File: src/rtl/fp_normalize.sv
// fp_normalize: iterative post-add normalizer.
// Takes the adder's raw {exp, mant} word plus its mantissa overflow flag.
// Each cycle it makes one decision: renormalize an overflow, saturate,
// detect zero, stop when normalized, stop on exponent underflow, or shift
// left by one bit. The result is held in DONE until the consumer takes it.
module fp_normalize #(
  parameter int EXP_W  = 8,
  parameter int MANT_W = 24,
  parameter int CNT_W  = 5
) (
  input  logic                    clk,
  input  logic                    rst_n,
  input  logic                    in_valid,
  output logic                    in_ready,
  input  logic [EXP_W+MANT_W-1:0] in_word,
  input  logic                    in_ovf,
  output logic                    out_valid,
  input  logic                    out_ready,
  output logic [EXP_W+MANT_W-1:0] out_word,
  output logic                    out_zero,
  output logic                    out_oflow,
  output logic                    out_uflow,
  output logic [CNT_W-1:0]        out_shift
);

  localparam int WORD_W = EXP_W + MANT_W;

  // Exponent limits in two's complement: +max = 0111..1, -max = 1000..0.
  localparam logic [EXP_W-1:0]  EXP_MAX      = {1'b0, {(EXP_W-1){1'b1}}};
  localparam logic [EXP_W-1:0]  EXP_MIN      = {1'b1, {(EXP_W-1){1'b0}}};
  localparam logic [EXP_W-1:0]  EXP_ONE      = {{(EXP_W-1){1'b0}}, 1'b1};
  // Saturation mantissas: largest positive and most negative values.
  localparam logic [MANT_W-1:0] MANT_POS_SAT = {1'b0, {(MANT_W-1){1'b1}}};
  localparam logic [MANT_W-1:0] MANT_NEG_SAT = {1'b1, {(MANT_W-1){1'b0}}};
  localparam logic [CNT_W-1:0]  CNT_MAX      = {CNT_W{1'b1}};
  localparam logic [CNT_W-1:0]  CNT_ONE      = {{(CNT_W-1){1'b0}}, 1'b1};

  typedef enum logic [1:0] {
    IDLE  = 2'd0,
    SHIFT = 2'd1,
    DONE  = 2'd2
  } state_e;

  // Control state.
  state_e state_q, state_d;

  // Working registers for the operation in flight.
  logic [EXP_W-1:0]  exp_q,  exp_d;
  logic [MANT_W-1:0] mant_q, mant_d;
  logic              ovf_q,  ovf_d;
  logic [CNT_W-1:0]  cnt_q,  cnt_d;

  // Registered result. It is only loaded on the way into DONE, so it stays
  // stable for as long as the consumer stalls.
  logic [WORD_W-1:0] out_word_q,  out_word_d;
  logic              out_zero_q,  out_zero_d;
  logic              out_oflow_q, out_oflow_d;
  logic              out_uflow_q, out_uflow_d;
  logic [CNT_W-1:0]  out_shift_q, out_shift_d;

  // Result of the current SHIFT decision when it terminates the operation.
  logic              finish;
  logic [EXP_W-1:0]  res_exp;
  logic [MANT_W-1:0] res_mant;
  logic              res_zero;
  logic              res_oflow;
  logic              res_uflow;

  // Mantissa is normalized when its two top bits differ.
  logic              mant_normal;
  logic              mant_is_zero;

  assign mant_normal  = mant_q[MANT_W-1] ^ mant_q[MANT_W-2];
  assign mant_is_zero = (mant_q == '0);

  // Next-state, working-register and result logic for the three-state FSM.
  always_comb begin
    // NOTE: every variable gets a default before the case statement so that
    // no path leaves it unassigned; an unassigned path would infer a latch.
    state_d     = state_q;
    exp_d       = exp_q;
    mant_d      = mant_q;
    ovf_d       = ovf_q;
    cnt_d       = cnt_q;
    out_word_d  = out_word_q;
    out_zero_d  = out_zero_q;
    out_oflow_d = out_oflow_q;
    out_uflow_d = out_uflow_q;
    out_shift_d = out_shift_q;
    finish      = 1'b0;
    res_exp     = exp_q;
    res_mant    = mant_q;
    res_zero    = 1'b0;
    res_oflow   = 1'b0;
    res_uflow   = 1'b0;

    unique case (state_q)
      IDLE: begin
        if (in_valid) begin
          exp_d   = in_word[WORD_W-1:MANT_W];
          mant_d  = in_word[MANT_W-1:0];
          ovf_d   = in_ovf;
          cnt_d   = '0;
          state_d = SHIFT;
        end
      end

      SHIFT: begin
        if (ovf_q && (exp_q == EXP_MAX)) begin
          // Overflowed mantissa at the top exponent: saturate toward the
          // true sign, which is the inverse of the stored sign bit.
          finish    = 1'b1;
          res_exp   = EXP_MAX;
          res_mant  = mant_q[MANT_W-1] ? MANT_POS_SAT : MANT_NEG_SAT;
          res_oflow = 1'b1;
        end else if (ovf_q) begin
          // Shift right once, restoring the true sign into the top bit.
          finish   = 1'b1;
          res_exp  = exp_q + EXP_ONE;
          res_mant = {~mant_q[MANT_W-1], mant_q[MANT_W-1:1]};
        end else if (mant_is_zero) begin
          // Zero has a canonical all-zero encoding, exponent included.
          finish   = 1'b1;
          res_exp  = '0;
          res_mant = '0;
          res_zero = 1'b1;
        end else if (mant_normal) begin
          finish = 1'b1;
        end else if (exp_q == EXP_MIN) begin
          // Cannot lower the exponent further: leave the value denormal.
          finish    = 1'b1;
          res_uflow = 1'b1;
        end else begin
          mant_d = {mant_q[MANT_W-2:0], 1'b0};
          exp_d  = exp_q - EXP_ONE;
          cnt_d  = (cnt_q == CNT_MAX) ? cnt_q : cnt_q + CNT_ONE;
        end

        if (finish) begin
          out_word_d  = {res_exp, res_mant};
          out_zero_d  = res_zero;
          out_oflow_d = res_oflow;
          out_uflow_d = res_uflow;
          out_shift_d = cnt_q;
          state_d     = DONE;
        end
      end

      DONE: begin
        if (out_ready) begin
          state_d = IDLE;
        end
      end

      default: begin
        state_d = IDLE;
      end
    endcase
  end

  // State and datapath registers; reset abandons any operation in flight.
  always_ff @(posedge clk or negedge rst_n) begin
    if (!rst_n) begin
      state_q     <= IDLE;
      exp_q       <= '0;
      mant_q      <= '0;
      ovf_q       <= 1'b0;
      cnt_q       <= '0;
      out_word_q  <= '0;
      out_zero_q  <= 1'b0;
      out_oflow_q <= 1'b0;
      out_uflow_q <= 1'b0;
      out_shift_q <= '0;
    end else begin
      // NOTE: non-blocking assignments here so every register samples the
      // values computed from the same pre-edge state, independent of order.
      state_q     <= state_d;
      exp_q       <= exp_d;
      mant_q      <= mant_d;
      ovf_q       <= ovf_d;
      cnt_q       <= cnt_d;
      out_word_q  <= out_word_d;
      out_zero_q  <= out_zero_d;
      out_oflow_q <= out_oflow_d;
      out_uflow_q <= out_uflow_d;
      out_shift_q <= out_shift_d;
    end
  end

  // Handshake signals decode directly from state so reset drops them at once.
  assign in_ready  = (state_q == IDLE);
  assign out_valid = (state_q == DONE);

  assign out_word  = out_word_q;
  assign out_zero  = out_zero_q;
  assign out_oflow = out_oflow_q;
  assign out_uflow = out_uflow_q;
  assign out_shift = out_shift_q;

endmodule

File: config.mk
export PLATFORM = sky130hd
export DESIGN_NAME = fp_normalize
export DESIGN_NICKNAME = d
export VERILOG_FILES = /design/src/rtl/fp_normalize.sv
export SDC_FILE = /design/constraint.sdc
export NUM_CORES = 1
export LEC_CHECK = 0
export ABC_AREA = 1
export BUFFER_PORTS_ARGS = -buffer_cell sky130_fd_sc_hd__buf_2
export CAP_MARGIN = 20
export CORE_UTILIZATION = 50
export DETAILED_ROUTE_END_ITERATION = 16
export PLACE_DENSITY_LB_ADDON = 0.1
export RECOVER_POWER = 50
export SYNTH_ARGS = -nofsm -noshare
export SYNTH_HDL_FRONTEND = slang
export SYNTH_SLANG_ARGS = --single-unit
File: constraint.sdc
create_clock -name clk -period 4.09 [get_ports clk]
set_clock_uncertainty 0.05 [all_clocks]
set_input_delay 0.818 -clock clk [delete_from_list [all_inputs] [get_ports clk]]
set_output_delay 0.818 -clock clk [all_outputs]
set_load 0.01 [all_outputs]
# Word level (Yosys, flattened, before mapping)
# Index checks and enable logic that the tools add are counted.
# word_totals
regBits,80
input_bits,37
out_inout_bits,42
wordCells,85
# op_classes
addsub,3
n_eq_ne,14
n_mux,47
bitwise_logic,2
n_reduce_logical,9
# op_table
operator,n
2-to-1 mux 24 bit,10
2-to-1 mux 8 bit,9
case mux 24 bit (2 select lines),1
2-to-1 mux 5 bit,7
zero test 24 bit,1
"!= test 2 bit, second input constant",8
case mux 8 bit (2 select lines),1
2-to-1 mux 1 bit,14
case mux 5 bit (2 select lines),1
"adder 8 x 1 -> 8 bit, second input constant",1
"equality test 8 x 7 -> 1 bit, second input constant",1
"equality test 8 bit, second input constant",1
AND reduction 8 bit,1
"subtractor 8 x 1 -> 8 bit, second input constant",1
AND reduction 7 bit,1
2-to-1 mux 2 bit,3
case mux 2 bit (3 select lines),1
"adder 5 x 1 -> 5 bit, second input constant",1
"equality test 5 bit, second input constant",1
AND reduction 2 bit,2
AND reduction 3 bit,1
"equality test 2 x 1 -> 1 bit, second input constant",1
"equality test 2 bit, second input constant",1
zero test 2 bit,1
other kinds (5),5

# Longest topological paths before layout
# logic_depth
ltp_word,9
depth_mapped,12
depth_no_buf,11

# Worst setup path after synthesis
# No wires, ideal clock.
# synth_path
path_type,input to register
from,in in_valid
to,reg exp_q[6]
setup_time_ns,0.116
arrival_time_ns,1.551
t_required_ns,3.924
slack_ns,2.372
cell_stages,8
n_path_buf,1
path_cell_list,inv_1 nor2_1 a21oi_2 nor2_2 nand2_4 buf_4 nand2_1 nand2_1
# synth_via
elab_chain_cells,2
# synth_lines
item,line_no,text
start: declaration,13,"input logic in_valid,"
!= test 2 bit (no line),--,
AND reduction 7 bit (no line),--,
end signal: assignment,178,exp_q <= exp_d;
end: declaration,48,"logic [EXP_W-1:0] exp_q, exp_d;"
# No other way between the ends.
# A chain may end at the register's enable or synchronous reset.

==> results.py <==
metrics = {
    "floorplanning": {
        "initial_utilization": 0.520,
        "num_rows": 34,
        "die-area_um2": 9500,
        "core_area_um2": 8760,
        "die_w_um": 97.5,
        "die_y_um": 97.5,
        "ioPinCount": 79,
    },
    "place": {
        "dp_hpwl_um": 7160,
        "placed_cells": 794,
        "port_buffers": 78,
        "gp_congestion": 0.859,
        "place_area_um2": 4900,
    },
    "timing": {
        "rsz0062_at_grt": "false",
        "layout_min_cycle_time_ns": 2.53,
        "worstMarginPinSlew_ns": 1.82,
        "hold_ws_ns": 0.322,
        "max-slew-margin-rel": -0.216,
        "final-max-slew-violation-count": 73,
        "period_share": 0.619,
        "finalSetupViolCount": 0,
        "max_freq_mhz": 395,
        "setup-tns-final_ns": 0,
        "hold_violations": 0,
    },
    "logic_synthesis": {
        "synth-edff-count": 0,
        "ys_ff_latch": 80,
        "netlist_top_cells_count": "nand2_1, dfrtp_1, o21ai_0",
        "synthArstFlopShare": 1.00,
        "yosysMostFrequentCell": "nand2_1",
        "yosysTopAreaCell": "dfrtp_1",
        "ys_seq_area_frac": 0.439,
        "ys_top_cells_by_area": "dfrtp_1, nand2_1, o21ai_0, mux2i_1, nand3_1",
        "synth_top_area_frac": 0.439,
        "synth_cell_type_count": 33,
        "syn_avg_cell_area_um2": 7.14,
        "synth_ff_type": "dfrtp_1",
        "synth_nets": 681,
        "netlist_area_um2": 4560,
        "yosysWarnings": 0,
        "synth_cells": 638,
    },
    "grt": {
        "use_met2": 0.310,
        "grt_pass1_wl_um": 17900,
        "grt_max_degree": 81,
        "met3_usage": 0.0353,
        "grt_usage": 0.232,
        "grt_pass1_vias": 3647,
        "antenna_found_initial": 0,
        "grt.busiest_layer": "met1",
        "grt-ovfl-total": 0,
        "grt_use_met1": 0.377,
    },
    "clock_tree": {
        "cts_setup_buffers": 0,
        "cts_resized": 0,
        "cts_buffer_depth": 2,
        "cts-root-buf": "clkbuf_8",
        "cts_tree": "built",
        "htreeDepth": 3,
        "worstSkewPairLatency_ns": 0.35,
        "numCtsBuffers": 9,
        "cts_sinks": 80,
        "ctsHoldBuffers": 0,
        "clkTransAtPathRegs_ns": 0.08,
    },
    "power_and_ir_drop": {
        "ir_drop_mv": 0.358,
        "clkPwrFrac": 0.151,
        "intPower_mw": 2.11,
        "p_switching_mw": 1.95,
        "power.share.sequential": 0.358,
        "combPwrFrac": 0.491,
        "powerDensity_nw_per_um2": 798,
        "sw_frac_of_total": 0.480,
        "power.leakage_nw": 2.85,
    },
    "routing": {
        "first_pass_iters": 4,
        "post_drt_wl_per_cell_um": 13.1,
        "via_per_inst": 4.99,
        "vias": 4046,
        "drc": 0,
        "dr.first_iter.drc_count": 238,
        "ant_nets": 0,
        "wl_um": 10600,
    },
    "status": {
        "status": "finished, violations left",
        "failed_checks": "max-capacitance violations, max-slew violations",
    },
    "final_layout": {
        "final_core_util": 0.580,
        "fin_area_um2": 5080,
        "n_antenna_cell": 0,
        "final-instance-count-excl-fill": 811,
        "drive_gt1_frac": 0.134,
        "fin_nets": 741,
        "fill_cells": 877,
        "area_delta_synth_final_pct": 11.6,
    },
    "setup_path": {
        "slowest_stage": "clkbuf_2",
        "required_ns": 4.15,
        "start_kind": "input port",
        "worstRegToRegCells": 10,
        "worstSetupPathType": "in -> async",
        "cp_num_buf_inv": 2,
        "path_cells": "clkbuf_1 -> clkbuf_2",
        "endpoint_kind": "asynchronous set/reset pin",
        "cp_max_fo": 72,
        "max_stage_delay_ns": 1.40,
        "critical_path_cell_count": 2,
        "arrival_ns": 2.59,
        "cp_top_family": "buffers and inverters",
    },
    "run": {
        "drv_cap": 1,
    },
    "worst_hold_path": {
        "hp-class": "in -> async",
    },
}
-- per-layer routing --
metal | vias to the layer above | wire length, um
li1 | 2108 | -
met1 | 1827 | 5870
met2 | 98 | 4220
met3 | 13 | 425
met4 | 0 | 133
met5 | - | 0
-- worst reg2reg max path: stages, from the launching register on --
cell and delay, ns:
dfrtp_1 0.42, inv_1 0.09, ha_1 0.16, nand2_1 0.06, nor2_1 0.12, nand3_1 0.36
nand3_2 0.23, nand2_4 0.27, inv_4 0.39, nand2_1 0.11, nand2_1 0.07
-- flip-flops by register name, indices dropped and copies added, names as in the netlist --
register and count:
out_oflow 1, exp_q 8, state_q 2, cnt_q 5, mant_q 24, out_uflow 1, out_word 32, ovf_q 1
out_zero 1, out_shift 5
-- placed cells by master (no fill, tap or decap), drive strengths merged --
master and instances:
dfrtp 80, or2 1, nor2 40, nand2 338
clkinvlp 3, inv 28, a21oi 3, nand3b 1
mux2i 19, a31oi 1, o31ai 1, clkbuf 33
bufinv 1, buf 60, nand3 29, nor3 1
a31o 1, o21ai 47, clkinv 1, nand4 3
ha 6, xor2 6
-- cell families after synthesis --
kind of cell / Yosys count / share of synthesized area
buffers and inverters: 61 / 0.0681
AO/OA/AOI/OAI: 53 / 0.0607
AND/OR/NAND/NOR: 413 / 0.362
adder cells (fa/ha/maj): 6 / 0.0165
flip-flops: 80 / 0.439
multiplexers: 19 / 0.0417
XOR/XNOR: 6 / 0.0115
-- through the flow --
stage | setup slack [ns] | power (mW)
2_1_floorplan | 2.37 | 3.00
3_3_place_gp | 1.61 | 3.42
4_1_cts | 1.71 | 4.09
3_5_place_dp | 1.60 | 3.46
6_report | 1.56 | 4.06
5_1_grt | 1.13 | 4.43
-- final timing paths --
| path | slack (ns) | end | from |
|---|---|---|---|
| worst max register to register | 1.70 | out_word[3] | mant_q[22] |
| min in group clk | 0.42 | out_word[13] | out_word[13] |
| worst min-delay path | 0.32 | out_shift[0] | rst_n |
| worst min register to register | 0.42 | out_word[13] | out_word[13] |
| max in group clk | 1.70 | out_word[3] | mant_q[22] |
| worst max-delay path | 1.56 | out_word[3] | rst_n |
-- power groups by stage --
stage	clock network (mW)	registers, mW	logic, mW
4_1_cts	0.626	1.44	2.02
6_report	0.612	1.45	1.99
5_1_grt	0.658	1.50	2.27
2_1_floorplan	0	1.41	1.59
3_3_place_gp	0	1.45	1.96
3_5_place_dp	0	1.46	2.00
-- layout make-up --
| cell class | instances | area (um2) | area share |
|---|---|---|---|
| Inverter | 29 | 113 | 0.0221 |
| Sequential cell | 80 | 2000 | 0.394 |
| Timing Repair Buffer | 81 | 385 | 0.0758 |
| Clock inverter | 4 | 52.6 | 0.0103 |
| Clock buffer | 12 | 155 | 0.0305 |
| Multi-Input combinational cell | 497 | 2240 | 0.441 |
| Tap cell | 108 | 135 | 0.0266 |
No activity file was read; power rests on OpenSTA's default activity.
